<file path="src/rtl/mult_seq_param.sv">
// Sequential shift-and-add multiplier; Done pulses the cycle after edge E0+2*WIDTH (St sampled at E0).
// St is honoured only in IDLE (no queueing); define MULT_SIGNED_EN to add the Sgn two's-complement mode.
module mult_seq_param #(
    parameter int WIDTH = 8,
    parameter int CNT_W = $clog2(WIDTH)
) (
    input  logic                 Clk,
    input  logic                 reset_n,
    input  logic                 St,
    input  logic [WIDTH-1:0]     Mcand,
    input  logic [WIDTH-1:0]     Mplier,
`ifdef MULT_SIGNED_EN
    input  logic                 Sgn,
`endif
    output logic                 Idle,
    output logic                 Busy,
    output logic                 Done,
    output logic [2*WIDTH-1:0]   Product
);

    typedef enum logic [1:0] {S_IDLE, S_ADD, S_SHIFT, S_DONE} state_t;

    state_t               state_q, state_d;
    logic [2*WIDTH:0]     acc_q, acc_d;
    logic [WIDTH-1:0]     mc_q, mc_d;
    logic [CNT_W-1:0]     cnt_q, cnt_d;
    logic [2*WIDTH-1:0]   prod_q, prod_d;
    logic [WIDTH-1:0]     mcand_ld, mplier_ld;
    logic [2*WIDTH:0]     acc_shr;

`ifdef MULT_SIGNED_EN
    logic                 neg_q, neg_d;

    // Magnitudes are loaded; the most-negative value maps onto unsigned 2^(WIDTH-1).
    assign mcand_ld  = (Sgn && Mcand[WIDTH-1])  ? WIDTH'(~Mcand + 1'b1)  : Mcand;
    assign mplier_ld = (Sgn && Mplier[WIDTH-1]) ? WIDTH'(~Mplier + 1'b1) : Mplier;
`else
    assign mcand_ld  = Mcand;
    assign mplier_ld = Mplier;
`endif

    assign acc_shr = acc_q >> 1;
    assign Product = prod_q;

    always_comb begin
        state_d = state_q;
        acc_d   = acc_q;
        mc_d    = mc_q;
        cnt_d   = cnt_q;
        prod_d  = prod_q;
`ifdef MULT_SIGNED_EN
        neg_d   = neg_q;
`endif
        Idle    = 1'b0;
        Busy    = 1'b0;
        Done    = 1'b0;
        case (state_q)
            S_IDLE: begin
                Idle = 1'b1;
                if (St) begin
                    acc_d   = {(WIDTH+1)'(0), mplier_ld};
                    mc_d    = mcand_ld;
                    cnt_d   = '0;
`ifdef MULT_SIGNED_EN
                    neg_d   = Sgn & (Mcand[WIDTH-1] ^ Mplier[WIDTH-1]);
`endif
                    state_d = S_ADD;
                end
            end
            S_ADD: begin
                Busy = 1'b1;
                if (acc_q[0])
                    acc_d[2*WIDTH:WIDTH] = acc_q[2*WIDTH:WIDTH] + {1'b0, mc_q};
                state_d = S_SHIFT;
            end
            S_SHIFT: begin
                Busy  = 1'b1;
                acc_d = acc_shr;
                if (cnt_q == CNT_W'(WIDTH-1)) begin
                    // The carry bit has been shifted down, so the low 2*WIDTH bits are the full result.
`ifdef MULT_SIGNED_EN
                    prod_d = neg_q ? (2*WIDTH)'(~acc_shr[2*WIDTH-1:0] + 1'b1) : acc_shr[2*WIDTH-1:0];
`else
                    prod_d = acc_shr[2*WIDTH-1:0];
`endif
                    state_d = S_DONE;
                end else begin
                    cnt_d   = cnt_q + 1'b1;
                    state_d = S_ADD;
                end
            end
            S_DONE: begin
                Done    = 1'b1;
                state_d = S_IDLE;
            end
            default: state_d = S_IDLE;
        endcase
    end

    always_ff @(posedge Clk or negedge reset_n) begin
        if (!reset_n) begin
            state_q <= S_IDLE;
            acc_q   <= '0;
            mc_q    <= '0;
            cnt_q   <= '0;
            prod_q  <= '0;
`ifdef MULT_SIGNED_EN
            neg_q   <= 1'b0;
`endif
        end else begin
            state_q <= state_d;
            acc_q   <= acc_d;
            mc_q    <= mc_d;
            cnt_q   <= cnt_d;
            prod_q  <= prod_d;
`ifdef MULT_SIGNED_EN
            neg_q   <= neg_d;
`endif
        end
    end

endmodule

</file>
<file path="config.mk">
export PLATFORM = sky130hd
export DESIGN_NAME = mult_seq_param
export DESIGN_NICKNAME = d
export VERILOG_FILES = /design/src/rtl/mult_seq_param.sv
export SDC_FILE = /design/constraint.sdc
export NUM_CORES = 1
export LEC_CHECK = 0
export ABC_AREA = 0
export CAP_MARGIN = 20
export CORE_ASPECT_RATIO = 1.2
export CORE_MARGIN = 4
export CORE_UTILIZATION = 45
export DETAILED_ROUTE_END_ITERATION = 10
export DONT_BUFFER_PORTS = 1
export PLACE_DENSITY = 0.72
export SLEW_MARGIN = 30
export SYNTH_ARGS = -nofsm -noshare
export SYNTH_HDL_FRONTEND = slang
export SYNTH_SLANG_ARGS = --single-unit
</file>
<file path="constraint.sdc">
create_clock -name Clk -period 2.2 [get_ports Clk]
set_input_delay 0.22 -clock Clk [delete_from_list [all_inputs] [get_ports Clk]]
set_output_delay 0.22 -clock Clk [all_outputs]
set_load 0.005 [all_outputs]
</file>
==> results of run 1 <==
## worst max-delay path: cells and delay by family (launching register included)
kind / cells / cell delay [ns]
fa+ha+maj: 2 / 0.61
mux: 1 / 0.22
compound gates: 3 / 0.47
flops: 1 / 0.37
simple gates: 1 / 0.20
buf+inv: 1 / 0.06
## where the power goes
group	switching (uW)	internal, uW	total, uW
registers	283	1180	1470
logic	1030	868	1900
clock network	305	224	528
## registers in the layout, summed over array words and instances (netlist names)
register,flops
Product,16
cnt_q,3
state_q,2
acc_q,17
mc_q,8
## through the flow
step / cells / power (uW) / hold WS (ns)
final: 304 / 3900 / 0.0589
after floorplan: 233 / 2850 / -0.0756
after global placement: 293 / 3270 / -0.0745
after CTS: 303 / 3900 / 0.0520
after global routing: 304 / 4270 / 0.0484
after detailed placement: 293 / 3330 / -0.0744
## layout make-up
type / count / area share
Clock buffer: 5 / 0.0254
Clock inverter: 3 / 0.00786
Inverter: 7 / 0.00971
Multi-Input combinational cell: 169 / 0.461
Sequential cell: 46 / 0.426
Tap cell: 62 / 0.0287
Timing Repair Buffer: 12 / 0.0416
## cell families (layout without fill, tap and decap cells)
| logic type | after synthesis | after routing | synth area share |
|---|---|---|---|
| compound gates | 68 | 68 | 0.177 |
| flops | 46 | 46 | 0.467 |
| simple gates | 56 | 56 | 0.115 |
| fa+ha+maj | 15 | 15 | 0.0791 |
| buf+inv | 18 | 27 | 0.0289 |
| mux | 30 | 30 | 0.133 |
## worst paths after layout
path,start,to,depth (start not counted)
worst max-delay path,acc_q[8],acc_q[14],8
worst min-delay path,Mcand[7],mc_q[7],1
worst max register to register,acc_q[8],acc_q[14],8
worst min register to register,mc_q[2],mc_q[2],1
max in group asynchronous,reset_n,cnt_q[2],2
min in group asynchronous,reset_n,acc_q[1],2
## metal layers
layer | share of wire | wire (um) | track usage
met1 | 0.42 | 2160 | 0.205
met5 | 0 | 0 | 0
met2 | 0.51 | 2610 | 0.280
met4 | 0.011 | 57 | 0.0382
met3 | 0.061 | 311 | 0.0495
## cells in the final DEF, fill, tap and decap left out, drive strengths merged, types with 4 or more instances in the layout
| master | n |
|---|---|
| a21oi | 6 |
| a22oi | 11 |
| a31oi | 11 |
| buf | 11 |
| clkbuf | 5 |
| dfrtp | 46 |
| ha | 14 |
| inv | 7 |
| mux2 | 23 |
| mux2i | 7 |
| nand2 | 14 |
| nand3 | 5 |
| nor2 | 10 |
| nor2b | 15 |
| o21ai | 23 |
| or3 | 4 |
## repair_timing
action | 4_1_cts | 5_1_grt
setup buffers | 0 | 1
hold buffers | 2 | 0
endpoints found under the setup margin | 0 | 2
hold endpoints to repair | 46 | 0
gates resized for setup | 0 | 1
==> flow_summary.json, run 1 <==
{
  "syn_avg_cell_area_um2": 10.6,
  "drc": 0,
  "grt_pass1_wl_um": 8470,
  "yosysWarnings": 0,
  "ys_ff_latch": 46,
  "diodes": 0,
  "rows": 29,
  "synth_edf_count": 0,
  "start_kind": "flop",
  "seq_area_um2": 1150,
  "setup_viol": 0,
  "cts.sinks": 46,
  "areaGrowthSynthToFinish_pct": 9.69,
  "io_buffers": 0,
  "crit_arrival_ns": 2.22,
  "skew_ns": 0.00874,
  "stdcell_area_um2": 2710,
  "hold_viol": 0,
  "synthArstFlopShare": 1.00,
  "overflow": 0,
  "yosysSeqAreaShare": 0.467,
  "cts-root-buf": "clkbuf_8",
  "fin_crit_ns": 1.99,
  "floorplan.initialDensity": 0.466,
  "first_pass_iters": 4,
  "slew_headroom": 0.632,
  "coreArea_um2": 5300,
  "clock_latency_ns": 0.30,
  "ios": 38,
  "yosysMostFrequentCell": "dfrtp_1",
  "grt_start_max_net_pins": 47,
  "tightest_slew_ns": 0.551,
  "wl_per_cell_um": 16.9,
  "yosysTopAreaCellShare": 0.467,
  "slew_violations": 0,
  "cts_buffers": 5,
  "post-place-ws_ns": 0.150,
  "ir_worst_vdd_mv": 0.746,
  "drv_cap": 0,
  "worst_slack_ns": 0.208,
  "powerDensity_nw_per_um2": 1440,
  "cp-end-kind": "flop",
  "cts_tree": "done",
  "fp.dieH_um": 89.1,
  "totalWireLength_um": 5140,
  "die_w_um": 75.6,
  "dpl.hpwl_um": 3680,
  "fin_setup_tns_ns": 0,
  "multi_input_area_um2": 1250,
  "h-tree-depth": 2,
  "drtIter0Drc": 162,
  "cp_data_required_time_ns": 2.43,
  "reg2reg_slack_ns": 0.21,
  "p_leak_uw": 0.00123,
  "status": "finished clean",
  "synth_commonest_cells": "46 x dfrtp_1, 23 x mux2_2, 23 x o21ai_0",
  "grt_pass1_vias": 1736,
  "path_class": "reg2reg",
  "die_area_um2": 6730,
  "slowest_delay_ns": 0.41,
  "layout.nets": 275,
  "vias": 1808,
  "slowest_stage": "fa_1",
  "place_area_um2": 2570,
  "rsz0062_at_grt": "no",
  "hold_path_class": "in2reg",
  "timing.fmax_mhz": 502,
  "synthCells": 233,
  "clk_path_buf_depth": 2,
  "track_usage": 0.165,
  "synth_top_cell_by_area": "dfrtp_1",
  "crit_fanout": 3,
  "antenna_found_initial": 0,
  "synth_fp_nets": 267,
  "final_antenna_net_count": 0,
  "vias_per_cell": 5.95,
  "fillers": 499,
  "ys_top_cells_by_area": "dfrtp_1 47%, mux2_2 11%, ha_1 7.1%",
  "period_share": 0.905,
  "path_clk_slew_ns": 0.09,
  "syn_area_um2": 2470,
  "crit_chain": "ha_1 > inv_1 > fa_1 > nand2b_1 > a21oi_2 > mux2i_1 > o21ai_0 > a21oi_1",
  "ys.flop_type": "dfrtp_1",
  "yosysUniqueCellTypes": 34,
  "drive_above_1_share": 0.186,
  "fin_util": 0.511,
  "gp_congestion": 0.930
}
(Power assumes the default switching activity.)
==> run 2, diff against run 1 <==
--- a/config.mk
+++ b/config.mk
@@ -7,11 +7,12 @@
 export LEC_CHECK = 0
 export ABC_AREA = 0
 export CAP_MARGIN = 20
-export CORE_ASPECT_RATIO = 1.2
+export CORE_ASPECT_RATIO = 0.9
 export CORE_MARGIN = 4
 export CORE_UTILIZATION = 45
 export DETAILED_ROUTE_END_ITERATION = 10
 export DONT_BUFFER_PORTS = 1
+export HOLD_SLACK_MARGIN = 0.1
 export PLACE_DENSITY = 0.72
 export SLEW_MARGIN = 30
 export SYNTH_ARGS = -nofsm -noshare
==> flow_summary.json, run 2 (synthesis gave the netlist of run 1 again) <==
{
  "grt_pass1_vias": 1752,
  "period_share": 0.919,
  "reg2reg_slack_ns": 0.18,
  "track_usage": 0.162,
  "slew_violations": 0,
  "largest_register_ffs": 17,
  "r2r-start": "acc_q[8]",
  "vias_per_cell": 5.75,
  "clk_path_buf_depth": 2,
  "ir_worst_vdd_mv": 0.514,
  "diodes": 0,
  "slew_headroom": 0.627,
  "rsz0062_at_grt": "no",
  "cts-root-buf": "clkbuf_8",
  "setup_viol": 0,
  "crit_arrival_ns": 2.22,
  "coreArea_um2": 5290,
  "start_kind": "flop",
  "p_leak_uw": 0.00127,
  "fin_crit_ns": 2.02,
  "clkPwrFrac": 0.138,
  "skew_ns": 0.00608,
  "fin_util": 0.531,
  "cts_tree": "done",
  "pwr-share-seq": 0.375,
  "final_cell_mix": "46 x dfrtp_1, 23 x mux2_2, 23 x o21ai_0",
  "drc": 0,
  "dpl.cell_count": 299,
  "grt_start_max_net_pins": 47,
  "ios": 38,
  "drtIter0Drc": 132,
  "wl_per_cell_um": 16.3,
  "cp_data_required_time_ns": 2.40,
  "die_area_um2": 6730,
  "crit_path_end": "acc_q[16]",
  "hold_path_class": "in2reg",
  "combPwrFrac": 0.487,
  "fin_setup_tns_ns": 0,
  "gp_congestion": 0.825,
  "fp.dieH_um": 78.2,
  "areaGrowthSynthToFinish_pct": 13.8,
  "grt_pass1_wl_um": 8660,
  "antenna_found_initial": 0,
  "powerDensity_nw_per_um2": 1400,
  "cts.sinks": 46,
  "post_cts_buffers": 0,
  "overflow": 0,
  "swShare": 0.409,
  "crit_fanout": 4,
  "layout.nets": 284,
  "rr_endpoint": "acc_q[16]",
  "drv_cap": 0,
  "stdcell_count": 318,
  "crit_start": "acc_q[8]",
  "cp-end-kind": "flop",
  "p_int_uw": 2320,
  "cts_buffers": 5,
  "clock_latency_ns": 0.30,
  "die_w_um": 86.0,
  "drive_above_1_share": 0.179,
  "layout_commonest_cell": "dfrtp_1",
  "h-tree-depth": 2,
  "top_register": "acc_q",
  "path_class": "reg2reg",
  "dpl.hpwl_um": 3680,
  "path_clk_slew_ns": 0.09,
  "power_uw": 3920,
  "final_antenna_net_count": 0,
  "first_pass_iters": 4,
  "timing.fmax_mhz": 495,
  "floorplan.initialDensity": 0.467,
  "totalWireLength_um": 5170,
  "reg2regPathDepth": 8,
  "hold_viol": 0,
  "p_sw_uw": 1600,
  "vias": 1829,
  "io_buffers": 0,
  "rows": 25,
  "status": "finished clean",
  "tightest_slew_ns": 0.558
}
run 2: cell types whose count changed in the layout (fill, tap and decap cells not counted):
cell | previous run | this run
clkinv_4 | 1 | 0
dlygate4sd3_1 | 1 | 10
clkbuf_8 | 5 | 6
run 2: worst min path at each step:
stage	from	cells after the start	slack [ns]	endpoint
6_report	Mplier[3]	2	0.13	acc_q[3]
5_1_grt	St	2	0.13	acc_q[7]
4_1_cts	Mplier[3]	2	0.13	acc_q[3]
3_5_place_dp	reset_n	0	-0.07	cnt_q[0]
3_3_place_gp	reset_n	0	-0.07	cnt_q[1]
2_1_floorplan	reset_n	0	-0.08	Product[0]
run 2: per-layer routing:
layer	share of wire	global-route usage	up-vias
met4	0.016	0.0538	0
met2	0.46	0.246	40
met3	0.043	0.0357	8
met5	0	0	-
li1	-	-	887
met1	0.48	0.228	894
run 2: cell type report:
cell class / instances / area (um2)
Multi-Input combinational cell: 169 / 1250
Sequential cell: 46 / 1150
Tap cell: 67 / 83.8
Timing Repair Buffer: 21 / 203
Clock inverter: 2 / 12.5
Fill cell: 460 / 2480
Inverter: 7 / 26.3
Clock buffer: 6 / 82.6
run 2: worst max-delay path: stages (launching register included):
cell       delay (ns)
dfrtp_1          0.42
ha_1             0.22
inv_1            0.07
fa_1             0.39
nand2b_1         0.19
a21oi_2          0.21
o221a_2          0.23
o31ai_1          0.06
o2bb2ai_1        0.12
run 2: per-stage QoR:
stage          hold WS (ns)  cell area (um2)  setup WS, ns
2_1_floorplan       -0.0756             2470         0.294
3_5_place_dp        -0.0743             2580         0.128
4_1_cts               0.127             2800         0.128
3_3_place_gp        -0.0745             2580         0.189
6_report              0.126             2810         0.179
5_1_grt               0.127             2810        0.0866
run 2: power groups by stage:
stage	Clock, uW	Sequential [uW]	Combinational (uW)
final	540	1470	1910
after global routing	597	1520	2140
after CTS	555	1470	1900
after detailed placement	0	1490	1840
after global placement	0	1470	1810
after floorplan	0	1390	1460
run 2: timing repair:
action | 4_1_cts | 5_1_grt
endpoints found under the setup margin | 0 | 1
gates resized for setup | 0 | 1
endpoints found under the hold margin | 55 | 0
hold buffers | 11 | 0
